File: src/rtl/se_qubip_pkg.sv
// Shared types and constants for the two-port secure-element arbiter.
package se_qubip_pkg;

  localparam int unsigned DATA_W          = 64;
  localparam int unsigned CNT_W           = 16;
  localparam int unsigned TIMEOUT_DEFAULT = 65535;

  localparam logic [31:0] ADDR_SHA2 = 32'h0000_0020;
  localparam logic [31:0] ADDR_SHA3 = 32'h0000_0030;

  typedef enum logic [1:0] {
    ST_IDLE = 2'd0,
    ST_GNT0 = 2'd1,
    ST_GNT1 = 2'd2,
    ST_GAP  = 2'd3
  } arb_state_t;

  // Module-select field of a control word.
  function automatic logic [31:0] ctrl_module_addr(input logic [DATA_W-1:0] ctrl);
    return ctrl[63:32];
  endfunction

endpackage

File: src/rtl/se_qubip_wdog.sv
// Owner watchdog: counts granted cycles and flags the last allowed one.
module se_qubip_wdog
  import se_qubip_pkg::*;
#(
  parameter int unsigned TIMEOUT_CYCLES = TIMEOUT_DEFAULT
) (
  input  logic i_clk,
  input  logic i_rst,
  input  logic i_clear,
  input  logic i_enable,
  output logic o_expire
);

  localparam logic [CNT_W-1:0] LAST_CNT = CNT_W'(TIMEOUT_CYCLES - 1);

  logic [CNT_W-1:0] r_count;

  always_ff @(posedge i_clk) begin
    if (i_rst || i_clear) begin
      r_count <= '0;
    end else if (i_enable) begin
      r_count <= r_count + CNT_W'(1);
    end
  end

  assign o_expire = i_enable && (r_count == LAST_CNT);

endmodule

File: src/rtl/se_qubip_arbiter.sv
// Round-robin arbiter giving two requesters exclusive, time-bounded use of one secure element.
module se_qubip_arbiter
  import se_qubip_pkg::*;
#(
  parameter int unsigned TIMEOUT_CYCLES = TIMEOUT_DEFAULT
) (
  input  logic              i_clk,
  input  logic              i_rst,
  input  logic              i_req_0,
  input  logic              i_req_1,
  input  logic [DATA_W-1:0] i_data_in_0,
  input  logic [DATA_W-1:0] i_data_in_1,
  input  logic [DATA_W-1:0] i_add_0,
  input  logic [DATA_W-1:0] i_add_1,
  input  logic [DATA_W-1:0] i_control_0,
  input  logic [DATA_W-1:0] i_control_1,
  output logic              o_gnt_0,
  output logic              o_gnt_1,
  output logic [DATA_W-1:0] o_data_out_0,
  output logic [DATA_W-1:0] o_data_out_1,
  output logic              o_end_op_0,
  output logic              o_end_op_1,
  output logic              o_timeout,
  output logic [DATA_W-1:0] o_se_data_in,
  output logic [DATA_W-1:0] o_se_add,
  output logic [DATA_W-1:0] o_se_control,
  input  logic [DATA_W-1:0] i_se_data_out,
  input  logic              i_se_end_op
);

  arb_state_t r_state, w_next_state;
  logic       r_ptr;
  logic [1:0] r_blocked;
  logic       r_timeout;

  logic       w_ok_0, w_ok_1;
  logic       w_wd_clear, w_wd_enable, w_expire;
  logic [1:0] w_to_hit;

  assign w_ok_0 = i_req_0 && !r_blocked[0];
  assign w_ok_1 = i_req_1 && !r_blocked[1];

  se_qubip_wdog #(
    .TIMEOUT_CYCLES(TIMEOUT_CYCLES)
  ) u_wdog (
    .i_clk    (i_clk),
    .i_rst    (i_rst),
    .i_clear  (w_wd_clear),
    .i_enable (w_wd_enable),
    .o_expire (w_expire)
  );

  // Next-state logic; a release on the expiry cycle counts as voluntary.
  always_comb begin
    w_next_state = r_state;
    w_wd_clear   = 1'b0;
    w_wd_enable  = 1'b0;
    w_to_hit     = 2'b00;
    case (r_state)
      ST_IDLE: begin
        w_wd_clear = 1'b1;
        if (!r_ptr) begin
          if (w_ok_0)      w_next_state = ST_GNT0;
          else if (w_ok_1) w_next_state = ST_GNT1;
        end else begin
          if (w_ok_1)      w_next_state = ST_GNT1;
          else if (w_ok_0) w_next_state = ST_GNT0;
        end
      end
      ST_GNT0: begin
        w_wd_enable = 1'b1;
        if (!i_req_0) begin
          w_next_state = ST_GAP;
        end else if (w_expire) begin
          w_next_state = ST_GAP;
          w_to_hit[0]  = 1'b1;
        end
      end
      ST_GNT1: begin
        w_wd_enable = 1'b1;
        if (!i_req_1) begin
          w_next_state = ST_GAP;
        end else if (w_expire) begin
          w_next_state = ST_GAP;
          w_to_hit[1]  = 1'b1;
        end
      end
      ST_GAP:  w_next_state = ST_IDLE;
      default: w_next_state = ST_IDLE;
    endcase
  end

  always_ff @(posedge i_clk) begin
    if (i_rst) begin
      r_state   <= ST_IDLE;
      r_ptr     <= 1'b0;
      r_blocked <= 2'b00;
      r_timeout <= 1'b0;
    end else begin
      r_state   <= w_next_state;
      r_timeout <= |w_to_hit;
      if (r_state == ST_IDLE && w_next_state == ST_GNT0) r_ptr <= 1'b1;
      if (r_state == ST_IDLE && w_next_state == ST_GNT1) r_ptr <= 1'b0;
      // Blocking lifts only once the requester has actually let go.
      if (w_to_hit[0])  r_blocked[0] <= 1'b1;
      else if (!i_req_0) r_blocked[0] <= 1'b0;
      if (w_to_hit[1])  r_blocked[1] <= 1'b1;
      else if (!i_req_1) r_blocked[1] <= 1'b0;
    end
  end

  assign o_gnt_0   = (r_state == ST_GNT0);
  assign o_gnt_1   = (r_state == ST_GNT1);
  assign o_timeout = r_timeout;

  // Owner-only routing; everything idles at zero so no module is selected.
  always_comb begin
    o_se_data_in = '0;
    o_se_add     = '0;
    o_se_control = '0;
    o_data_out_0 = '0;
    o_data_out_1 = '0;
    o_end_op_0   = 1'b0;
    o_end_op_1   = 1'b0;
    case (r_state)
      ST_GNT0: begin
        o_se_data_in = i_data_in_0;
        o_se_add     = i_add_0;
        o_se_control = i_control_0;
        o_data_out_0 = i_se_data_out;
        o_end_op_0   = i_se_end_op;
      end
      ST_GNT1: begin
        o_se_data_in = i_data_in_1;
        o_se_add     = i_add_1;
        o_se_control = i_control_1;
        o_data_out_1 = i_se_data_out;
        o_end_op_1   = i_se_end_op;
      end
      default: ;
    endcase
  end

endmodule

File: config.mk
export PLATFORM = sky130hd
export DESIGN_NAME = se_qubip_arbiter
export DESIGN_NICKNAME = d
export VERILOG_FILES = /design/src/rtl/se_qubip_pkg.sv /design/src/rtl/se_qubip_wdog.sv /design/src/rtl/se_qubip_arbiter.sv
export SDC_FILE = /design/constraint.sdc
export NUM_CORES = 1
export LEC_CHECK = 0
export BUFFER_PORTS_ARGS = -buffer_cell sky130_fd_sc_hd__buf_2
export CAP_MARGIN = 10
export CORE_AREA = 4 4 297 299
export CTS_CLUSTER_SIZE = 14
export DETAILED_ROUTE_END_ITERATION = 8
export DIE_AREA = 0 0 301 303
export PLACE_DENSITY = 0.3
export SYNTH_ARGS = -nofsm -noshare
export SYNTH_HDL_FRONTEND = slang
export SYNTH_SLANG_ARGS = --single-unit
export TNS_END_PERCENT = 30
File: constraint.sdc
create_clock -name i_clk -period 2.8 [get_ports i_clk]
set_input_delay 0.28 -clock i_clk [delete_from_list [all_inputs] [get_ports i_clk]]
set_output_delay 0.28 -clock i_clk [all_outputs]
set_load 0.05 [all_outputs]
======== Yosys cells after proc, flatten, opt, wreduce, memory -nomap -nowiden ========
Index checks and enable logic that the tools add are counted.
storage, ports and cells
  register bits ........................... 22
  bits of input ports ..................... 453
  word-level logic and storage cells ...... 54
cells by class
  add/sub/neg operators ................... 1
  equality and inequality tests ........... 8
  multiplexer cells ....................... 27
  reductions and logical operators ........ 12
operators with widths
  operator                 number
  $pmux W64 S2             3
  $mux W64                 2
  $add A16 B1 Y16 const B  1
  $eq A16 B16 Y1 const B   1
  $mux W2                  8
  $mux W1                  13
  $pmux W2 S4              1
  $eq A2 B2 Y1 const B     3
  $reduce_or A2 Y1         3
  $logic_and A1 B1 Y1      5
  $eq A2 B1 Y1 const B     2
  $ne A2 B1 Y1 const B     2
  $logic_not A1 Y1         2
  $logic_not A2 Y1         1
  $logic_or A1 B1 Y1       1

======== Depth between registers and ports, before layout ========
Gate-level depths: netlist (run 1).
  depth in word-level cells ............... 10
  gate-level depth with buffers ........... 7
  mapped depth without buffers ............ 6

======== Cells and area by module ========
From an unflattened synthesis (run 1), not the netlist that was laid out.
unflattened totals
  cells, all modules ...................... 724
  area total of the unflattened synthesis .. 5096.1 sq um
modules (own cells, without submodules)
  module            instances  cells an instance  area each (sq um)  sequential area each (sq um)
  se_qubip_arbiter  1          631                4280.4             120.1
  se_qubip_wdog     1          93                 815.8              320.3

======== Worst setup path before layout (run 1) ========
Ideal clock, no wire load.
  path type ............................... flip-flop to output port
  from .................................... reg r_state[1]
  to ...................................... out o_se_add[34]
  arrival ................................. 2.589 ns
  required time ........................... 2.520 ns
  path slack .............................. -0.069 ns
  stages on the path, launching flop included .. 8
  path through ............................ dfxtp_1 inv_1 ha_1 buf_2 clkbuf_1 clkbuf_1 a22oi_1 nor2b_1
between the ends
  cells in the longest elaborated chain, start to end .. 2
  elaborated cells on any way between the ends .. 3
  those cells by class .................... eq/ne: 2; mux: 1
RTL lines
  item                    RTL line                 RTL
  start, declared         se_qubip_arbiter.sv:31   arb_state_t r_state, w_next_state;
  start signal, assigned  se_qubip_arbiter.sv:100  r_state <= w_next_state;
  $eq A2 B1 Y1            n/a
  net o_gnt_0             se_qubip_arbiter.sv:17   output logic o_gnt_0,
  $pmux W64 S2            se_qubip_arbiter.sv:125  case (r_state)
  end, declared           se_qubip_arbiter.sv:25   output logic [DATA_W-1:0] o_se_add,
The timed path passes the listed nets, and every way through them passes these cells.

======== Final worst setup path (run 1) ========
  from .................................... reg r_state[0]
  to ...................................... out o_se_add[17]
between the ends
  cells in the longest elaborated chain, start to end .. 2
  elaborated cells on any way between the ends .. 3
  those cells by class .................... eq/ne: 2; mux: 1
RTL lines
  item                                          RTL line
  $eq A2 B2 Y1 or $eq A2 B1 Y1 (tied branches)  se_qubip_arbiter.sv:125
  $pmux W64 S2 *                                se_qubip_arbiter.sv:125
Mark *: on every way between the ends. The rest lies on a longest branch, timed or not.

==> impl_metrics.yaml, run 1 <==
cts:
  cts_sinks: 22
  holdBufCountCts: 0
  htree_levels: 1
  cts_tree: "done"
  clkLatencyLatePin_ns: 0.26
  clkTransAtPathRegs_ns: 0.06
  cts_buffers: 3
  cts-root-buf: "clkbuf_16"
  clk_path_buf_depth: 2
floorplanning:
  die_area_um2: 91200
  start_util: 0.0574
  rows: 107
  fp.dieW_um: 301
  coreArea_um2: 85100
  boundaryPins: 778
  die_y_um: 303
final_layout:
  synthToLayoutAreaGrowth_pct: 123
  drive_gt1_frac: 0.602
  fill_cells: 9976
  stdcell_count: 2601
  regArea_um2: 440
  layout.nets: 1914
  final_core_util: 0.128
  multi_input_area_um2: 4300
  design_area_um2: 10900
power:
  clkPwrFrac: 0.109
  p_seq_frac: 0.089
  power_density_nw_per_um2: 341
  p_leak_nw: 4.97
  cellInternalPower_mw: 1.61
  power_mw: 3.71
  switching_share: 0.566
  p_comb_frac: 0.802
  ir_drop_uv: 170
  p_sw_mw: 2.10
global_route:
  track_usage: 0.106
  grt-ovfl-total: 0
  grt_max_degree: 91
  antenna_found_initial: 16
  grt_pass1_vias: 8634
  grt_pass1_wl_um: 68500
yosys:
  synth_flop_cell: "dfxtp_1"
  synth-simple-area-share: 0.477
  yosys.area_share.adder: 0.0179
  synthMuxAreaShare: 0
  synth_area_um2: 4880
  synth_common_cells: "nor2b_1 (195), a22oi_1 (193), and2_1 (130)"
  synth_seq_area_share: 0.0902
  synthCells: 725
  synth_compound_area_frac: 0.325
  ys_top_cells_by_area: "a22oi_1 (30%), nor2b_1 (25%), and2_1 (17%)"
  async_flop_share: 0
  synth_top_area_share: 0.297
  synth_top_family_by_area: "simple AND/OR/NAND/NOR gates"
  ys_seq_elements: 22
  synth_area_leader_cell: "a22oi_1"
  syn_nets: 1185
  synth.distinct_cells: 36
  yosysMostFrequentCell: "nor2b_1"
  synthXorXnorAreaFrac: 0.0179
  syn-mean-instance-area_um2: 6.74
  synth_edf_count: 0
  yosys_warnings: 0
setup_path:
  rr_worst_depth: 6
  required_ns: 2.52
  crit_type: "reg -> out"
  worstSetupEndpointType: "output pin"
  cp-start-kind: "flop"
  worstPathMaxFanout: 49
  worstPathArrival_ns: 2.53
timing:
  setup_violations: 1
  timing.final.ws_setup_ns: -0.0103
  final_hold_viol_count: 0
  slew_headroom: 0.568
  fmax_ghz: 0.356
  period_needed_ns: 2.81
  slew_violations: 0
  rsz0062_at_grt: "true"
  fin_worst_skew_ns: 0.00880
  hold_ws_ns: 0.286
  period_share: 1.00
  worst-slew-pin-transition_ns: 0.647
placement:
  gp_congestion: 0.938
  post_dp_cell_area_um2: 10700
  dp_hpwl_um: 47900
  numPortBuffers: 777
  dpl.cell_count: 2593
outcome:
  status: "finished, violations left"
  violations: "negative setup slack"
route:
  drc: 0
  drt-initial-drc-count: 664
  wire_per_inst_um: 20.5
  ant_nets: 0
  first_pass_iters: 5
  num_vias: 8611
  vias_per_cell: 3.31
  routed_wl_um: 53300
run:
  max_cap_viol_count: 0
worst_hold_path:
  worstHoldPathCells: 2
  min_path_type: "in -> reg"
[kinds of logic (layout without fill, tap and decap cells)]
family,Yosys count,after routing
AO/OA/AOI/OAI,216,216
other,0,4
flip-flops,22,22
AND/OR/NAND/NOR,382,382
buffers and inverters,88,816
adder cells (fa/ha/maj),7,7
XOR/XNOR,10,10
[worst paths after layout]
path	startpoint	to	slack, ns
hold / removal	i_rst	r_ptr$_SDFFE_PP0P_	0.29
setup / recovery	r_state[0]$_SDFF_PP0_	o_se_add[17]	-0.01
setup reg to reg	r_state[0]$_SDFF_PP0_	u_wdog.r_count[11]$_SDFFE_PP0P_	0.58
hold reg to reg	r_blocked[1]$_SDFFE_PP0P_	r_blocked[1]$_SDFFE_PP0P_	0.45
[critical path, cell delays in order, from the launching register on]
cell     delay (ns)
dfxtp_1        0.47
inv_1          0.20
ha_4           0.22
buf_12         0.17
buf_12         0.20
a22oi_1        0.54
nor2b_1        0.12
buf_2          0.24
[cell type report]
class | instances | area share
timing repair buffer | 806 | 0.420
multi-input combinational | 615 | 0.395
tap | 1144 | 0.132
sequential | 22 | 0.0405
clock buffer | 3 | 0.00690
clock inverter | 1 | 0.00276
inverter | 6 | 0.00207
antenna | 4 | 0.000920
[timing repair]
action | in CTS | in global routing
setup endpoints to repair | 13 | 15
gates resized for setup | 13 | 5
setup buffers | 0 | 0
[layer usage]
| layer | part of all wire | global-route usage |
|---|---|---|
| met1 | 0.42 | 0.136 |
| met3 | 0.10 | 0.0358 |
| met5 | 0.00051 | 0 |
| met2 | 0.46 | 0.173 |
| met4 | 0.017 | 0.0206 |
[state kept, by name, summed over array words and instances, names as in the netlist]
signal	flops
o_timeout	1
r_blocked	2
r_ptr	1
r_state	2
u_wdog.r_count	16
[cell usage in the layout, fill, tap and decap left out, types with 3 or more instances in the layout]
cell type  count
a22oi_1      181
dfxtp_1       22
buf_2        751
diode_2        4
nor4_1         4
nor3_1         4
and2_1       130
a22oi_2       12
ha_4           3
nand3_1        4
a21oi_1        7
nand2_1       12
buf_12        31
ha_1           4
clkbuf_16      3
nor2_1        17
buf_4         22
inv_1          6
o21ai_0        7
or3_1          5
nor2b_1      151
xnor2_1        7
xor2_1         3
nor2b_2       44
nand4_1        3
[per-stage QoR]
step	setup WS (ns)	TNS, ns
floorplan	-0.0516	-5.33
global placement	0.0403	0
detailed placement	0.0192	0
global route	-0.0243	-0.0557
finish	-0.0103	-0.0103
CTS	0.0265	0
[power by group through the flow]
stage / clock [mW] / combinational, mW / sequential, mW
after floorplan: 0 / 1.79 / 0.334
after global placement: 0 / 3.01 / 0.338
after detailed placement: 0 / 3.01 / 0.337
after CTS: 0.426 / 3.03 / 0.330
after global routing: 0.430 / 3.17 / 0.331
final: 0.404 / 2.97 / 0.330
No activity file was read; power rests on OpenSTA's default activity.
==> inputs of run 2 (changes only) <==
--- a/config.mk
+++ b/config.mk
@@ -7,8 +7,10 @@
 export LEC_CHECK = 0
+export ABC_AREA = 1
 export BUFFER_PORTS_ARGS = -buffer_cell sky130_fd_sc_hd__buf_2
 export CAP_MARGIN = 10
-export CORE_AREA = 4 4 297 299
+export CORE_AREA = 4 4 302 304
 export CTS_CLUSTER_SIZE = 14
 export DETAILED_ROUTE_END_ITERATION = 8
-export DIE_AREA = 0 0 301 303
+export DIE_AREA = 0 0 306 308
+export MAX_ROUTING_LAYER = met4
 export PLACE_DENSITY = 0.3
==> constraint.sdc (replaced) <==
create_clock -name i_clk -period 2.8 [get_ports i_clk]
set_input_delay 0.56 -clock i_clk [delete_from_list [all_inputs] [get_ports i_clk]]
set_output_delay 0.56 -clock i_clk [all_outputs]
set_load 0.05 [all_outputs]
==> impl_metrics.yaml, run 2 <==
cts:
  clk_path_buf_depth: 2
  postCtsSetupBuffers: 0
  cts_sinks: 22
  cts-root-buf: "clkbuf_16"
  clkLatencyLatePin_ns: 0.26
  htree_levels: 1
  cts_buffers: 3
  clkTransAtPathRegs_ns: 0.06
  cts_tree: "done"
final_layout:
  synthToLayoutAreaGrowth_pct: 143
  final_cell_mix: "buf_2 (686), nand2_1 (559), inv_1 (157)"
  largest_reg_flops: 16
  stdcell_count: 3017
  layout.nets: 2304
  regMostFlops: "u_wdog.r_count"
  fill_cells: 10500
  design_area_um2: 12200
  layout_commonest_cell: "buf_2"
  top_regs: "u_wdog.r_count x16, r_blocked x2, r_state x2"
  drive_gt1_frac: 0.497
  final_core_util: 0.139
yosys:
  ys_seq_elements: 22
  ys_top_cells_by_area: "nand2_1 (42%), a21oi_1 (20%), inv_1 (12%)"
  synth.distinct_cells: 24
  synth_compound_area_frac: 0.216
  synth_edf_count: 0
  yosysMostFrequentCell: "nand2_1"
  synth_top_family_by_area: "simple AND/OR/NAND/NOR gates"
  syn-mean-instance-area_um2: 4.58
  synth_flop_cell: "dfxtp_1"
  syn_nets: 1558
  synth_top_area_share: 0.417
  synthXorXnorAreaFrac: 0.00349
  yosys.area_share.adder: 0.0174
  synth_seq_area_share: 0.0876
  synth_common_cells: "nand2_1 (559), a21oi_1 (204), inv_1 (158)"
  async_flop_share: 0
  yosys_warnings: 0
  synthMuxAreaShare: 0
  synth-simple-area-share: 0.476
  synthCells: 1098
  synth_area_leader_cell: "nand2_1"
  synth_area_um2: 5030
floorplanning:
  boundaryPins: 778
  die_y_um: 308
  rows: 109
  start_util: 0.0570
  coreArea_um2: 88200
  die_area_um2: 94200
  fp.dieW_um: 306
power:
  power_density_nw_per_um2: 530
  p_leak_nw: 6.46
  ir_drop_uv: 262
setup_path:
  worstSetupEndpointType: "output pin"
  rr_worst_depth: 12
  crit_path_top_delay_cell: "ha_2"
  cpPeakStageDelay_ns: 0.40
  worst_path_most_repeated_cell: "buf_12"
  r2r_slack_ns: 0.94
  cp-start-kind: "flop"
  required_ns: 2.24
  crit_type: "reg -> out"
  reg2reg_from: "r_state[0]$_SDFF_PP0_"
  cp-startpoint: "r_state[0]$_SDFF_PP0_"
  cp_cell_sequence: "inv_1, ha_2, inv_8, buf_12, a21oi_1, buf_12"
  worstPathMaxFanout: 41
  worstPathArrival_ns: 2.13
  crit_end: "o_se_control[22]"
  worstReg2RegEnd: "u_wdog.r_count[14]$_SDFFE_PP0P_"
route:
  ant_nets: 0
  routed_wl_um: 59600
  drc: 0
  drt-initial-drc-count: 626
  num_vias: 9609
  first_pass_iters: 6
  vias_per_cell: 3.18
  wire_per_inst_um: 19.8
timing:
  slew_violations: 0
  fmax_ghz: 0.371
  rsz0062_at_grt: "false"
  period_needed_ns: 2.69
  setup_violations: 0
  timing.final.ws_setup_ns: 0.106
  finalSetupTns_ns: 0
  worst-slew-pin-transition_ns: 0.473
  slew_headroom: 0.686
  fin_worst_skew_ns: 0.00333
  period_share: 0.962
  final_hold_viol_count: 0
global_route:
  grt_max_degree: 57
  grt-ovfl-total: 0
  antenna_found_initial: 14
  grt_pass1_vias: 9495
  track_usage: 0.120
  grt_pass1_wl_um: 77700
placement:
  dp_hpwl_um: 52800
  dp_slack_ns: 0.180
  numPortBuffers: 777
  dpl.cell_count: 3004
  post_dp_cell_area_um2: 12100
  gp_congestion: 0.918
outcome:
  status: "finished clean"
run:
  max_cap_viol_count: 0
worst_hold_path:
  min_path_type: "reg -> reg"
  hp-start: "r_blocked[0]$_SDFFE_PP0P_"
-- run 2: cell count changes after synthesis, sizes merged, moves of 130 or more --
cell	change
inv	+154
a21oi	+197
a22oi	-193
nor2b	-195
nand2	+554
and2	-130
-- run 2: metal layers --
layer | wire length, um | up-vias | global-route usage
li1 | - | 4805 | -
met1 | 27400 | 4351 | 0.160
met2 | 27500 | 433 | 0.190
met3 | 4350 | 20 | 0.0304
met4 | 413 | 0 | 0.00709
met5 | 0 | - | -
-- run 2: worst max-delay path: cells and delay by family (launching register included) --
kind                       cells  cell delay (ns)
AOI/OAI and AO/OA              1             0.40
adders and majority gates      1             0.40
buffers and inverters          4             0.69
DFF                            1             0.32
-- run 2: cell families (layout without fill, tap and decap cells) --
kind of cell | after synthesis | after routing
AND/OR/NAND/NOR | 609 | 609
XOR/XNOR | 2 | 2
buffers and inverters | 241 | 986
other | 0 | 9
AO/OA/AOI/OAI | 217 | 217
adder cells (fa/ha/maj) | 7 | 7
flip-flops | 22 | 22
-- run 2: worst min path at each step --
stage,endpoint,slack [ns],depth (start not counted)
final,r_blocked[0]$_SDFFE_PP0P_,0.46,2
after global routing,r_blocked[0]$_SDFFE_PP0P_,0.48,2
after CTS,r_blocked[0]$_SDFFE_PP0P_,0.46,2
after detailed placement,r_blocked[0]$_SDFFE_PP0P_,0.45,2
after global placement,r_blocked[1]$_SDFFE_PP0P_,0.46,2
after floorplan,r_blocked[0]$_SDFFE_PP0P_,0.43,2
-- run 2: timing repair --
item	in CTS	in global routing
endpoints found under the hold margin	0	0
hold buffers	0	0
resized for setup	5	6
endpoints found under the setup margin	5	52
-- run 2: where the power goes --
part / total [mW] / switching, mW / internal [mW]
registers: 0.336 / 0.00961 / 0.326
logic: 5.81 / 4.13 / 1.68
clock network: 0.341 / 0.122 / 0.218
total: 6.49 / 4.26 / 2.22
-- run 2: per-stage QoR --
step / hold slack, ns / total power, mW
final: 0.455 / 6.49
after global routing: 0.484 / 6.88
after CTS: 0.459 / 6.61
after detailed placement: 0.450 / 6.23
after global placement: 0.455 / 6.30
after floorplan: 0.430 / 3.73
-- run 2: final cells by class --
| cell class | instances | area (um^2) | area share |
|---|---|---|---|
| multi-input combinational | 835 | 3860 | 0.316 |
| sequential | 22 | 440 | 0.0360 |
| inverter | 160 | 608 | 0.0497 |
| timing repair buffer | 822 | 5760 | 0.470 |
| tap | 1165 | 1460 | 0.119 |
| clock buffer | 4 | 88.8 | 0.00726 |
| antenna | 9 | 22.5 | 0.00184 |
